**config.mk**
```make
export PLATFORM = sky130hd
export DESIGN_NAME = fifo_wr_arbiter
export DESIGN_NICKNAME = d
export VERILOG_FILES = /design/src/rtl/fifo_arb_pkg.sv /design/src/rtl/rr_pick2.sv /design/src/rtl/fifo_wr_arbiter.sv
export SDC_FILE = /design/constraint.sdc
export NUM_CORES = 1
export LEC_CHECK = 0
export ABC_CLOCK_PERIOD_IN_PS = 2250
export CORE_UTILIZATION = 48
export DETAILED_ROUTE_END_ITERATION = 7
export GPL_TIMING_DRIVEN = 0
export PLACE_DENSITY = 0.82
export SLEW_MARGIN = 20
export SYNTH_ARGS = -nofsm -noshare
export SYNTH_HDL_FRONTEND = slang
export SYNTH_SLANG_ARGS = --single-unit
```
**constraint.sdc**
```tcl
create_clock -name clk -period 2.25 [get_ports clk]
set_input_delay 0.675 -clock clk [delete_from_list [all_inputs] [get_ports clk]]
set_output_delay 0.675 -clock clk [all_outputs]
set_load 0.01 [all_outputs]
```
**src/rtl/fifo_arb_pkg.sv**
```systemverilog
// Shared types and constants for the FIFO write-port arbiter.
package fifo_arb_pkg;
  typedef enum logic [1:0] {IDLE, XFER, DRAIN} arb_state_t;
  localparam int ETH_MAX_FRAME = 1518;
endpackage

```
**src/rtl/rr_pick2.sv**
```systemverilog
// Two-way round-robin pick, purely combinational.
// On a tie the source that was not served last wins.
module rr_pick2 (
  input  logic [1:0] req,
  input  logic       last_grant,
  output logic       gnt_valid,
  output logic       gnt_idx
);
  always_comb begin
    gnt_valid = |req;
    gnt_idx   = 1'b0;
    if (req == 2'b10)      gnt_idx = 1'b1;
    else if (req == 2'b11) gnt_idx = ~last_grant;
  end
endmodule

```
**src/rtl/fifo_wr_arbiter.sv**
```systemverilog
// Frame-atomic round-robin arbiter sharing one FIFO write port between two byte sources.
// Zero-latency datapath; owner ready follows ~fifo_full, tails beyond MAX_LEN are drained.
module fifo_wr_arbiter
  import fifo_arb_pkg::*;
#(
  parameter int WIDTH   = 8,
  parameter int MAX_LEN = ETH_MAX_FRAME,
  parameter int CNT_W   = 16
) (
  input  logic             clk,
  input  logic             arst,
  input  logic             s0_valid,
  input  logic [WIDTH-1:0] s0_data,
  input  logic             s0_last,
  output logic             s0_ready,
  input  logic             s1_valid,
  input  logic [WIDTH-1:0] s1_data,
  input  logic             s1_last,
  output logic             s1_ready,
  input  logic             fifo_full,
  output logic             fifo_w_en,
  output logic [WIDTH:0]   fifo_data,
  output logic             trunc_err,
  output logic [CNT_W-1:0] frame_cnt
);
  localparam int BC_W = $clog2(MAX_LEN + 1);
  localparam logic [BC_W-1:0] LAST_IDX = BC_W'(MAX_LEN - 1);

  arb_state_t       state, state_nxt;
  logic             owner, last_grant;
  logic [BC_W-1:0]  byte_cnt;
  logic             gnt_valid, gnt_idx;
  logic             owner_valid, owner_last, owner_rdy, accept, at_limit;
  logic [WIDTH-1:0] owner_data;

  rr_pick2 u_pick (
    .req        ({s1_valid, s0_valid}),
    .last_grant (last_grant),
    .gnt_valid  (gnt_valid),
    .gnt_idx    (gnt_idx)
  );

  assign owner_valid = owner ? s1_valid : s0_valid;
  assign owner_last  = owner ? s1_last  : s0_last;
  assign owner_data  = owner ? s1_data  : s0_data;
  assign at_limit    = (byte_cnt == LAST_IDX);
  assign s0_ready    = owner_rdy & ~owner;
  assign s1_ready    = owner_rdy &  owner;

  always_comb begin
    state_nxt = state;
    owner_rdy = 1'b0;
    accept    = 1'b0;
    fifo_w_en = 1'b0;
    fifo_data = '0;
    case (state)
      IDLE: if (gnt_valid) state_nxt = XFER;
      XFER: begin
        owner_rdy = ~fifo_full;
        accept    = owner_valid & ~fifo_full;
        if (accept) begin
          fifo_w_en = 1'b1;
          fifo_data = {owner_last | at_limit, owner_data};
          if (owner_last)    state_nxt = IDLE;
          else if (at_limit) state_nxt = DRAIN;
        end
      end
      // Truncated tail: swallow bytes without writing until the source closes its frame.
      DRAIN: begin
        owner_rdy = 1'b1;
        accept    = owner_valid;
        if (accept && owner_last) state_nxt = IDLE;
      end
      default: state_nxt = IDLE;
    endcase
  end

  always_ff @(posedge clk or posedge arst) begin
    if (arst) begin
      state      <= IDLE;
      owner      <= 1'b0;
      last_grant <= 1'b1;
      byte_cnt   <= '0;
      frame_cnt  <= '0;
      trunc_err  <= 1'b0;
    end else begin
      state     <= state_nxt;
      trunc_err <= 1'b0;
      case (state)
        IDLE: if (gnt_valid) owner <= gnt_idx;
        XFER: if (accept) begin
          if (owner_last) begin
            byte_cnt   <= '0;
            frame_cnt  <= frame_cnt + 1'b1;
            last_grant <= owner;
          end else begin
            byte_cnt <= byte_cnt + 1'b1;
            if (at_limit) begin
              frame_cnt  <= frame_cnt + 1'b1;
              trunc_err  <= 1'b1;
              last_grant <= owner;
            end
          end
        end
        DRAIN: if (accept && owner_last) byte_cnt <= '0;
        default: ;
      endcase
    end
  end
endmodule

```
==> results.json <==
{
  "outcome": "complete, but fails checks",
  "ys_warn_count": 0,
  "area_growth_pct": 45.1,
  "ys.flop_type": "dfrtp_1",
  "worstHoldEndpoint": "frame_cnt[15]$_DFFE_PP0P_",
  "worstPathRequired_ps": 1570,
  "path_max_fanout": 4,
  "fin_ws_ps": -87.0,
  "initial_utilization": 0.506,
  "vias": 1803,
  "worst-path-buf-inv": 5,
  "timing.rr.start": "state[1]$_DFFE_PP0P_",
  "vdd_ir_drop_max_uv": 687,
  "io_pins": 52,
  "syn-cell-area_um2": 1870,
  "p_seq_frac": 0.327,
  "drcViolationCount": 0,
  "ys_ff_latch": 32,
  "htree_num_levels": 2,
  "hold_viol": 0,
  "clkSlewWorstSetupHoldPaths_ps": 70,
  "power.clock.fraction": 0.238,
  "worst_slew_pin_slew_ps": 645,
  "wirelength_um": 4840,
  "switching_share": 0.346,
  "finish.utilization": 0.734,
  "antenna_found_initial": 0,
  "globalplace.congestion": 0.845,
  "grt_overflow": 0,
  "synthCells": 200,
  "critPathKind": "register to output port",
  "ant_nets": 0,
  "dr.pass1.iters": 5,
  "crit_path_cell_trace": "inv_2, ha_4, nor2b_4, buf_12, nand2_8, buf_6, buf_6, nor2b_1, buf_2",
  "synth_cell_type_count": 38,
  "crit_arrival_ps": 1660,
  "regToRegSetupSlack_ps": 160,
  "fp-row-count": 22,
  "die_h_um": 64.3,
  "clk_latency_ps": 290,
  "syn_area_per_cell_um2": 9.33,
  "grt_pass1_wl_um": 7880,
  "period_minus_slack_ps": 2340,
  "cpMostUsedCell": "buf_6",
  "synth_edf_count": 0,
  "grt_setup_unrepaired": "true",
  "dp_slack_ps": -799,
  "fin_setup_tns_ps": -282,
  "cts_tree": "done",
  "p_int_uw": 1500,
  "cp_top_family": "buffers and inverters",
  "violations": "negative setup slack",
  "diodes": 0,
  "combPwrFrac": 0.435,
  "hold_depth": 1,
  "clock_path_buffers": 2,
  "start_kind": "register",
  "grt_max_degree": 33,
  "powerDensity_nw_per_um2": 847,
  "finalSetupViolCount": 5,
  "post_drt_wl_per_cell_um": 15.0,
  "switchingPower_uw": 794,
  "drt_iter0_markers": 149,
  "root_buffer": "clkbuf_8",
  "final_common_cell": "clkdlybuf4s50_1",
  "final_cells": 323,
  "timing.rr.end": "byte_cnt[10]$_DFFE_PP0P_",
  "drv_slew": 0,
  "synthArstFlopShare": 1.00,
  "slowest_delay_ps": 390,
  "numCtsBuffers": 5,
  "fp.coreArea_um2": 3690,
  "dp_hpwl_um": 3120,
  "slew-limit-headroom": 0.569,
  "critPathSlowestCell": "dfrtp_1",
  "hold_path_startpoint": "frame_cnt[15]$_DFFE_PP0P_",
  "via_per_inst": 5.58,
  "endpoint_kind": "output port",
  "skew_ps": 6.99,
  "dp_cells": 299,
  "die_width_um": 64.3,
  "grt_pass1_vias": 1674,
  "die-area_um2": 4140,
  "r2r_cells": 7,
  "cts_num_sinks": 32,
  "max_freq_mhz": 428,
  "grt_usage": 0.252,
  "leakagePower_uw": 0.00120,
  "maxCapViolations": 0,
  "syn_nets": 229,
  "layout.nets": 303,
  "drive_gt1_frac": 0.225,
  "portBuffers": 51,
  "yosysSeqAreaShare": 0.430,
  "layout_common_cells": "34 x clkdlybuf4s50_1, 31 x dfrtp_1, 22 x nand2_1, 17 x nor2_1, 17 x o21ai_0",
  "finalCritPeriodShare": 1.04,
  "min_path_type": "register to register"
}
cells by family (layout without fill, tap and decap cells):
kind of cell | after synthesis | count (layout) | synth area share
multiplexers | 14 | 14 | 0.0865
buffers and inverters | 14 | 89 | 0.0349
AND/OR/NAND/NOR | 89 | 89 | 0.238
flip-flops | 32 | 32 | 0.430
AO/OA/AOI/OAI | 30 | 30 | 0.0999
XOR/XNOR | 15 | 15 | 0.0704
adder cells (fa/ha/maj) | 6 | 6 | 0.0402
stage by stage:
stage	area [µm²]	power, µW	hold slack, ps
4_1_cts	2670	2230	475
3_3_place_gp	2440	1500	460
6_report	2710	2290	470
5_1_grt	2710	2420	492
2_1_floorplan	1870	1250	460
3_5_place_dp	2440	1530	466
power groups by stage:
stage                     Combinational [µW]  Clock (µW)  Sequential (µW)
after floorplan                          499           0              749
after CTS                                930         553              743
after global routing                    1080         584              757
final                                    996         545              750
after global placement                   750           0              755
after detailed placement                 766           0              762
repair_timing:
action,4_1_cts,5_1_grt
gates resized for setup,62,22
hold buffers,0,0
buffers inserted,13,3
pin swaps,3,5
setup endpoints to repair,12,12
metal layers:
metal,wire length [µm],up-vias,track usage,share of wire
li1,-,860,-,-
met1,2150,879,0.316,0.44
met2,2370,52,0.409,0.49
met3,210,12,0.0750,0.043
met4,102,0,0.0917,0.021
met5,0,-,0,0
area by class of cell:
| class | count | area (µm²) |
|---|---|---|
| Inverter | 9 | 33.8 |
| Buffer | 5 | 38.8 |
| Sequential cell | 32 | 802 |
| Clock buffer | 6 | 72.6 |
| Fill cell | 286 | 982 |
| Multi-Input combinational cell | 154 | 1050 |
| Timing Repair Buffer | 67 | 612 |
| Clock inverter | 2 | 35.0 |
| Tap cell | 48 | 60.1 |
registers in the layout (all words and copies together), names as in the netlist:
register and flops:
trunc_err 1, byte_cnt 11, owner 1, last_grant 1
frame_cnt 16, state 2
synth_stat cells, types with 5 or more instances:
cell type	number	area share
and3_1	5	0.017
dfrtp_1	31	0.42
ha_1	6	0.040
inv_1	9	0.018
mux2i_1	9	0.048
nand2_1	23	0.046
nand3_1	10	0.027
nand4_1	14	0.047
nor2_1	22	0.044
nor3_1	5	0.013
o21ai_0	17	0.046
xnor2_1	11	0.052
how the worst max path moves through the flow:
| stage | startpoint | endpoint | cells past startpoint |
|---|---|---|---|
| after CTS | state[1]$_DFFE_PP0P_ | fifo_data[8] | 9 |
| after global placement | s1_valid | fifo_data[8] | 5 |
| final | state[1]$_DFFE_PP0P_ | fifo_data[8] | 9 |
| after floorplan | byte_cnt[1]$_DFFE_PP0P_ | fifo_data[8] | 5 |
| after detailed placement | s1_valid | fifo_data[3] | 5 |
| after global routing | state[1]$_DFFE_PP0P_ | fifo_data[8] | 9 |
(Power assumes the default switching activity.)
